**src/rtl/vga_timing_pkg.sv**
```systemverilog
// Shared raster timing types, the 640x480@60 presets and the axis total helper.
package vga_timing_pkg;

   typedef struct packed {
      int unsigned active;
      int unsigned fp;
      int unsigned sync;
      int unsigned bp;
   } timing_t;

   localparam timing_t VGA_640X480_H = '{active: 640, fp: 16, sync: 96, bp: 48};
   localparam timing_t VGA_640X480_V = '{active: 480, fp: 10, sync: 2, bp: 33};

   function automatic int unsigned total(timing_t t);
      return t.active + t.fp + t.sync + t.bp;
   endfunction

endpackage

```
**src/rtl/vga_timing_gen_sync_axis_counter.sv**
```systemverilog
// One raster axis: wrapping position counter with advance enable and
// in-sync / in-active / at-zero decode of the current count.
module sync_axis_counter
   import vga_timing_pkg::*;
#(
   parameter int unsigned ACTIVE = 640,
   parameter int unsigned FP     = 16,
   parameter int unsigned SYNC   = 96,
   parameter int unsigned BP     = 48,
   parameter int unsigned W      = $clog2(ACTIVE + FP + SYNC + BP)
) (
   input  logic         clk_i,
   input  logic         rst_i,
   input  logic         adv_i,
   output logic [W-1:0] cnt_o,
   output logic         wrap_o,
   output logic         sync_o,
   output logic         active_o,
   output logic         zero_o
);

   localparam int unsigned TOTAL = total(timing_t'{ACTIVE, FP, SYNC, BP});
   localparam int unsigned S_LO  = ACTIVE + FP;
   localparam int unsigned S_HI  = ACTIVE + FP + SYNC;

   logic [W-1:0] cnt_q, cnt_d;
   logic [31:0]  cnt32;

   // Compare in 32 bits so sync/total bounds equal to 2^W do not alias.
   assign cnt32    = 32'(cnt_q);
   assign wrap_o   = (cnt32 == TOTAL - 1);
   assign sync_o   = (cnt32 >= S_LO) && (cnt32 < S_HI);
   assign active_o = (cnt32 < ACTIVE);
   assign zero_o   = (cnt_q == '0);
   assign cnt_o    = cnt_q;

   always_comb begin
      cnt_d = cnt_q;
      if (adv_i) begin
         cnt_d = wrap_o ? '0 : cnt_q + 1'b1;
      end
   end

   always_ff @(posedge clk_i) begin
      if (rst_i) cnt_q <= '0;
      else       cnt_q <= cnt_d;
   end

endmodule

```
**src/rtl/vga_timing_gen.sv**
```systemverilog
// Parametrised raster timing generator with pixel clock-enable.
// Define VGA_TIMING_FRAME_CNT_EN to add the o_frame_cnt frame counter.
module vga_timing_gen
   import vga_timing_pkg::*;
#(
   parameter int unsigned H_ACTIVE = VGA_640X480_H.active,
   parameter int unsigned H_FP     = VGA_640X480_H.fp,
   parameter int unsigned H_SYNC   = VGA_640X480_H.sync,
   parameter int unsigned H_BP     = VGA_640X480_H.bp,
   parameter int unsigned V_ACTIVE = VGA_640X480_V.active,
   parameter int unsigned V_FP     = VGA_640X480_V.fp,
   parameter int unsigned V_SYNC   = VGA_640X480_V.sync,
   parameter int unsigned V_BP     = VGA_640X480_V.bp,
   parameter bit          H_POL    = 1'b0,
   parameter bit          V_POL    = 1'b0,
   parameter int unsigned XW       = 10,
   parameter int unsigned YW       = 9
) (
   input  logic          i_clk,
   input  logic          i_rst,
   input  logic          i_ce,
   output logic          o_hsync,
   output logic          o_vsync,
   output logic          o_active_video,
   output logic [XW-1:0] o_x_pos,
   output logic [YW-1:0] o_y_pos,
   output logic          o_line_start,
   output logic          o_frame_start,
`ifdef VGA_TIMING_FRAME_CNT_EN
   output logic          o_vblank_start,
   output logic [15:0]   o_frame_cnt
`else
   output logic          o_vblank_start
`endif
);

   localparam int unsigned HW = $clog2(total(timing_t'{H_ACTIVE, H_FP, H_SYNC, H_BP}));
   localparam int unsigned VW = $clog2(total(timing_t'{V_ACTIVE, V_FP, V_SYNC, V_BP}));

   logic [HW-1:0] h_cnt;
   logic [VW-1:0] v_cnt;
   logic h_wrap, h_sync, h_act, h_zero;
   logic v_sync, v_act, v_zero;

   sync_axis_counter #(
      .ACTIVE (H_ACTIVE), .FP (H_FP), .SYNC (H_SYNC), .BP (H_BP), .W (HW)
   ) u_h (
      .clk_i    (i_clk),
      .rst_i    (i_rst),
      .adv_i    (i_ce),
      .cnt_o    (h_cnt),
      .wrap_o   (h_wrap),
      .sync_o   (h_sync),
      .active_o (h_act),
      .zero_o   (h_zero)
   );

   sync_axis_counter #(
      .ACTIVE (V_ACTIVE), .FP (V_FP), .SYNC (V_SYNC), .BP (V_BP), .W (VW)
   ) u_v (
      .clk_i    (i_clk),
      .rst_i    (i_rst),
      .adv_i    (i_ce & h_wrap),
      .cnt_o    (v_cnt),
      .wrap_o   (),
      .sync_o   (v_sync),
      .active_o (v_act),
      .zero_o   (v_zero)
   );

   logic          hs_q, hs_d, vs_q, vs_d, act_q, act_d;
   logic [XW-1:0] x_q, x_d;
   logic [YW-1:0] y_q, y_d;
   logic          line_q, line_d, frame_q, frame_d, vbl_q, vbl_d;

   // Levels hold between pixel enables; strobes drop on any idle clock.
   always_comb begin
      hs_d    = hs_q;
      vs_d    = vs_q;
      act_d   = act_q;
      x_d     = x_q;
      y_d     = y_q;
      line_d  = 1'b0;
      frame_d = 1'b0;
      vbl_d   = 1'b0;
      if (i_ce) begin
         hs_d    = h_sync ? H_POL : ~H_POL;
         vs_d    = v_sync ? V_POL : ~V_POL;
         act_d   = h_act & v_act;
         x_d     = (h_act & v_act) ? XW'(h_cnt) : '0;
         y_d     = (h_act & v_act) ? YW'(v_cnt) : '0;
         line_d  = h_zero;
         frame_d = h_zero & v_zero;
         vbl_d   = h_zero & (32'(v_cnt) == V_ACTIVE);
      end
   end

   always_ff @(posedge i_clk) begin
      if (i_rst) begin
         hs_q    <= ~H_POL;
         vs_q    <= ~V_POL;
         act_q   <= 1'b0;
         x_q     <= '0;
         y_q     <= '0;
         line_q  <= 1'b0;
         frame_q <= 1'b0;
         vbl_q   <= 1'b0;
      end else begin
         hs_q    <= hs_d;
         vs_q    <= vs_d;
         act_q   <= act_d;
         x_q     <= x_d;
         y_q     <= y_d;
         line_q  <= line_d;
         frame_q <= frame_d;
         vbl_q   <= vbl_d;
      end
   end

   assign o_hsync        = hs_q;
   assign o_vsync        = vs_q;
   assign o_active_video = act_q;
   assign o_x_pos        = x_q;
   assign o_y_pos        = y_q;
   assign o_line_start   = line_q;
   assign o_frame_start  = frame_q;
   assign o_vblank_start = vbl_q;

`ifdef VGA_TIMING_FRAME_CNT_EN
   logic [15:0] fcnt_q, fcnt_d;
   logic        fseen_q, fseen_d;

   // The first frame after reset keeps count 0; later frame starts bump it.
   always_comb begin
      fcnt_d  = fcnt_q;
      fseen_d = fseen_q;
      if (frame_d) begin
         fseen_d = 1'b1;
         if (fseen_q) fcnt_d = fcnt_q + 16'd1;
      end
   end

   always_ff @(posedge i_clk) begin
      if (i_rst) begin
         fcnt_q  <= '0;
         fseen_q <= 1'b0;
      end else begin
         fcnt_q  <= fcnt_d;
         fseen_q <= fseen_d;
      end
   end

   assign o_frame_cnt = fcnt_q;
`endif

endmodule

```
**config.mk**
```make
export PLATFORM = sky130hd
export DESIGN_NAME = vga_timing_gen
export DESIGN_NICKNAME = d
export VERILOG_FILES = /design/src/rtl/vga_timing_pkg.sv /design/src/rtl/vga_timing_gen_sync_axis_counter.sv /design/src/rtl/vga_timing_gen.sv
export SDC_FILE = /design/constraint.sdc
export NUM_CORES = 1
export LEC_CHECK = 0
export CAP_MARGIN = 20
export CORE_MARGIN = 2
export CORE_UTILIZATION = 57
export DETAILED_ROUTE_END_ITERATION = 7
export PLACE_DENSITY = 0.83
export SLEW_MARGIN = 20
export SYNTH_ARGS = -nofsm -noshare
export SYNTH_HDL_FRONTEND = slang
export SYNTH_SLANG_ARGS = --single-unit
```
**constraint.sdc**
```tcl
create_clock -name i_clk -period 6.35 [get_ports i_clk]
set_clock_uncertainty 0.15 [all_clocks]
set_input_delay 0.635 -clock i_clk [delete_from_list [all_inputs] [get_ports i_clk]]
set_output_delay 0.635 -clock i_clk [all_outputs]
set_load 0.05 [all_outputs]
```
==> impl_metrics.ini, run 1 <==
[outcome]
outcome = completed

[timing]
worst_pin_slew_ns = 0.647
rsz0062_at_grt = no
hold_viol = 0
hold_ws_ns = 0.327
slew_headroom_pct = 56.7
setup_tns_ns = 0
min_period_ns = 2.74
max_freq_ghz = 0.365
timing.final.crit_share_pct = 43.1
drv_slew = 0
setup_viol = 0

[synthesis]
synth_area_um2 = 1930
syn_inst = 201
synth_top_area_share_pct = 46.7
synth-compound-area-share_pct = 14.2
synth_fa_ha_area_share_pct = 3.24
yosys.area_share.xor_xnor_pct = 4.54
synth_top_family_by_area = simple AND/OR/NAND/NOR gates
yosys.area_share.simple_pct = 24.7
ys_ff_latch = 45
seq_area_frac_synth_pct = 46.7
ys_warn_count = 0
avgSynthCellArea_um2 = 9.60
synth_nets = 209
yosys.area.top_type = dfxtp_1
synth-edff-count = 0
synthMuxAreaShare_pct = 1.56
ys_types = 39
synthArstFlopShare_pct = 0
synth_flop_cell = dfxtp_1
synthTopCellsByArea = dfxtp_1 47%, a22o_1 7.3%, nand3_1 3.9%

[pwr]
leakage_nw = 0.832
vdd_drop_max_v = 0.000154
power.total_uw = 492
powerDensity_nw_per_um2 = 217

[layout]
fin_cells = 269
drive_gt1_share_pct = 6.73
fin_area_um2 = 2270
layout_commonest_cell = dfxtp_1
multiInputGateArea_um2 = 931
syn_to_final_growth_pct = 17.6
nNetsFinal = 230
final_cell_mix = 45 x dfxtp_1, 27 x clkdlybuf4s50_1, 16 x nor2_1, 16 x a22o_1, 15 x nand3_1
regArea_um2 = 901
antenna_cells = 0
fillers = 256

[routing]
postRouteAntennaNets = 0
dr.pass1.iters = 4
wl_per_cell_um = 14.5
drc_errors = 0
drt_iter0_markers = 78
wl_um = 3900
vias = 1579
via_per_inst = 5.87

[grt]
track_usage_pct = 21.6
grt_pass1_wl_um = 6740
grt_max_degree = 20
grt_pass1_vias = 1485
antenna_found_initial = 0
grt_overflow = 0

[placed_design]
dp_cells = 260
place_area_um2 = 2180
dp_hpwl_um = 2760
gp_congestion = 0.916
place.port_buffers = 27

[setup_path]
r2r_cells = 4
crit_start = i_ce
cp-end-kind = register
endpoint = u_v.cnt_o[3]
crit_arrival_ns = 2.88
r2r_slack_ns = 4.16
crit_type = input pin to register
rr_endpoint = o_x_pos[1]
r2r-start = u_v.cnt_o[5]
critical_path.max_fanout = 19
worstSetupStartpointType = input pin
required_ns = 6.49

[die]
pin_count = 28
dieArea_um2 = 3870
die_y_um = 62.2
die_x_um = 62.2
initial_utilization_pct = 58.8
row_count = 21
core_um2 = 3280

[clock_tree]
root_buffer = clkbuf_4
numCtsBuffers = 5
postCtsHoldBufs = 0
cts_tree = yes
cts-resized-gates = 0
clk_pin_slew_ns = 0.12
clock_sinks = 45
cts_setup_buffers = 0
ctsHtreeMaxLevel = 2
clock_path_buffers = 2
clkLatencyLatePin_ns = 0.36

[flow_run]
max-cap-violations = 0

[hold_path]
hold_class = register to register
power breakdown:
group | switching [mW] | internal, mW | leakage (nW)
Clock | 0.0899 | 0.0839 | 0.0424
Sequential | 0.00275 | 0.286 | 0.364
Combinational | 0.0196 | 0.0106 | 0.426
critical path, stage by stage:
cell	delay [ns]
clkdlybuf4s50_1	0.88
nand4_4	0.24
or4_4	0.56
or3_1	0.39
a21oi_1	0.16
through the flow:
step	worst slack, ns	util [%]
2_1_floorplan	4.16	-
3_3_place_gp	3.36	66.4
3_5_place_dp	3.23	66.4
4_1_cts	3.60	68.9
5_1_grt	3.54	69.1
6_report	3.61	69.1
synth_stat cells (3+ instances only):
cell      instances
buf_4             3
o21ai_0           6
nor2b_1           3
clkbuf_1          4
xor2_1            5
nor4_1            5
and3_1            5
buf_2             3
xnor2_1           5
nor3_1            4
dfxtp_1          45
nand2b_1          6
nand3_1          15
or3_1             5
inv_1             6
nor2_1           16
ha_1              5
mux2i_1           3
a21oi_1          14
nand2_1           5
a22o_1           16
layer usage:
layer / wire, µm / part of all wire, % / up-vias / GRT usage (%)
li1: - / - / 770 / -
met1: 1730 / 44 / 761 / 25.4
met2: 1930 / 50 / 39 / 38.6
met3: 153 / 3.9 / 9 / 4.89
met4: 82 / 2.1 / 0 / 8.06
met5: 0 / 0 / - / 0
flip-flops by register name, summed over array words and instances, names as in the netlist:
register and count:
u_h.cnt_o 10, u_v.cnt_o 10, o_vsync 1, o_x_pos 10, o_active_video 1, o_hsync 1, o_y_pos 9, o_vblank_start 1
o_frame_start 1, o_line_start 1
worst min path at each step:
stage	cells after the start	end	startpoint	slack [ns]
global route	1	o_y_pos[1]	o_y_pos[1]	0.36
finish	2	o_x_pos[7]	o_x_pos[7]	0.33
CTS	2	o_x_pos[7]	o_x_pos[7]	0.33
detailed placement	1	o_y_pos[1]	o_y_pos[1]	0.31
global placement	1	o_y_pos[0]	o_y_pos[0]	0.31
floorplan	1	o_frame_start	u_v.cnt_o[9]	0.33
final cells by class:
class,count,area share [%]
tap,46,2.54
inverter,6,0.992
sequential,45,39.7
multi-input combinational,136,41.0
clock inverter,2,1.71
clock buffer,6,1.82
timing repair buffer,28,12.2
cells by family (layout without fill, tap and decap cells):
family	count (synthesis)	in the layout
AO/OA/AOI/OAI	40	40
XOR/XNOR	10	10
adder cells (fa/ha/maj)	5	5
buffers and inverters	20	42
flip-flops	45	45
multiplexers	3	3
AND/OR/NAND/NOR	78	78
No activity file was read; power rests on OpenSTA's default activity.
==> inputs of run 2 (changes only) <==
- CORE_UTILIZATION: 57 -> 48
- PLACE_DENSITY: 0.83 -> 0.75
- clock period: 6.35 -> 2.45 ns (I/O delays scaled with it)
==> run 2 against run 1 <==
  * Via count decreased by 5.4%
  * Clock-buffer cell count stayed put
  * Register-to-register slack worse by 3.8 ns
  * Worst hold slack got worse by 0.0024 ns
  * Non-clock buffer count up 3
  * Sequential power rose to 2.6 times the previous value
  * Sequential share of layout area down 1.2 points
  * Critical path depth down 1
  * Utilization decreased by 9.8 points
  * Largest cell class unchanged
==> impl_metrics.ini, run 2 (synthesis gave the netlist of run 1 again) <==
[clock_tree]
cts_setup_buffers = 0
postCtsHoldBufs = 0
root_buffer = clkbuf_8
clkLatencyLatePin_ns = 0.30
clock_path_buffers = 2
cts-resized-gates = 0
numCtsBuffers = 5
cts_tree = yes
clock_sinks = 45
ctsHtreeMaxLevel = 2
clk_pin_slew_ns = 0.08

[pwr]
p_int_mw = 1.10
p_seq_share_pct = 52.9
vdd_drop_max_v = 0.000430
power.total_mw = 1.41
leakage_nw = 0.861
powerDensity_nw_per_um2 = 603
power_switching_uw = 311
clkPwrFrac_pct = 41.3
p_comb_share_pct = 5.8
swShare_pct = 22.0

[timing]
worst_pin_slew_ns = 0.662
rsz0062_at_grt = no
setup_viol = 0
hold_viol = 0
timing.final.crit_share_pct = 86.3
setup_tns_ns = 0
hold_ws_ns = 0.324
worst_slack_ns = 0.336
drv_slew = 0
slew_headroom_pct = 55.8
min_period_ns = 2.11
max_freq_ghz = 0.473

[setup_path]
crit_type = register to register
crit_path_cell_trace = and3_1, a21oi_1, and3_1, a22o_1
crit_arrival_ns = 2.21
required_ns = 2.54
crit_buf_inv = 0
slowest_stage = and3_1
cp_num_cells = 4
r2r-start = u_v.cnt_o[5]
max_stage_delay_ns = 0.65
crit_top_cell = and3_1
rr_endpoint = o_x_pos[5]
r2r_cells = 4
critical_path.max_fanout = 16
cp-end-kind = register
cpLargestDelayFamily = simple AND/OR/NAND/NOR gates
worstSetupStartpointType = register
r2r_slack_ns = 0.34

[layout]
layout_commonest_cell = dfxtp_1
final_cell_mix = 45 x dfxtp_1, 27 x clkdlybuf4s50_1, 16 x a22o_1, 15 x nor2_1, 15 x nand3_1
nNetsFinal = 233
fin_cells = 276
antenna_cells = 0
syn_to_final_growth_pct = 21.2
fin_util_pct = 59.3
drive_gt1_share_pct = 8.85
fin_area_um2 = 2340

[hold_path]
whs_endpoint = o_active_video
min_from = o_active_video
min_path_cells = 2
hold_class = register to register

[placed_design]
dp_hpwl_um = 2690
dp_cells = 268
gp_congestion = 0.818
place_area_um2 = 2220
pre_cts_ws_ns = 0.251
place.port_buffers = 27

[grt]
antenna_found_initial = 0
track_usage_pct = 19.5
grt_overflow = 0
grt_pass1_wl_um = 6560
grt_pass1_vias = 1365
grt_max_degree = 17

[routing]
vias = 1493
wl_per_cell_um = 13.6
dr.pass1.iters = 4
postRouteAntennaNets = 0
via_per_inst = 5.41
wl_um = 3760
drc_errors = 0
drt_iter0_markers = 70

[die]
initial_utilization_pct = 49.0
pin_count = 28
die_y_um = 67.4
dieArea_um2 = 4550
row_count = 23
core_um2 = 3940
die_x_um = 67.4

[outcome]
outcome = completed

[flow_run]
max-cap-violations = 0
==> run 2: power by group through the flow <==
stage / combinational, mW / sequential (mW) / clock, mW
2_1_floorplan: 0.0370 / 0.781 / 0
3_3_place_gp: 0.0801 / 0.764 / 0
3_5_place_dp: 0.0820 / 0.764 / 0
4_1_cts: 0.0823 / 0.747 / 0.598
5_1_grt: 0.0882 / 0.748 / 0.624
6_report: 0.0819 / 0.747 / 0.583
==> run 2: worst max path at each step <==
stage | slack (ns) | to | start
after floorplan | 0.44 | u_v.cnt_o[8] | u_h.cnt_o[0]
after global placement | 0.29 | u_v.cnt_o[8] | i_ce
after detailed placement | 0.25 | o_x_pos[5] | i_rst
after CTS | 0.31 | o_x_pos[5] | u_v.cnt_o[5]
after global routing | 0.14 | o_x_pos[6] | u_v.cnt_o[5]
final | 0.34 | o_x_pos[5] | u_v.cnt_o[5]
==> run 2: worst min-delay path: cells and delay by family (launching register included) <==
family	cells	cell delay, ns
flops	1	0.31
simple gates	1	0.06
compound gates	1	0.06
==> run 2: routing by layer <==
metal | global-route usage (%) | up-vias | part of all wire (%)
li1 | - | 768 | -
met1 | 24.7 | 698 | 48
met2 | 31.4 | 21 | 47
met3 | 6.00 | 6 | 3.6
met4 | 6.89 | 0 | 1.4
met5 | 0 | - | 0
==> run 2: area by class of cell <==
| class | count | area, µm² |
|---|---|---|
| clock buffers | 6 | 82.6 |
| well taps | 50 | 62.6 |
| flip-flops and latches | 45 | 901 |
| repair buffers | 31 | 300 |
| fillers | 349 | 1600 |
| clock inverters | 2 | 37.5 |
| multi-input cells | 136 | 933 |
| inverters | 6 | 22.5 |
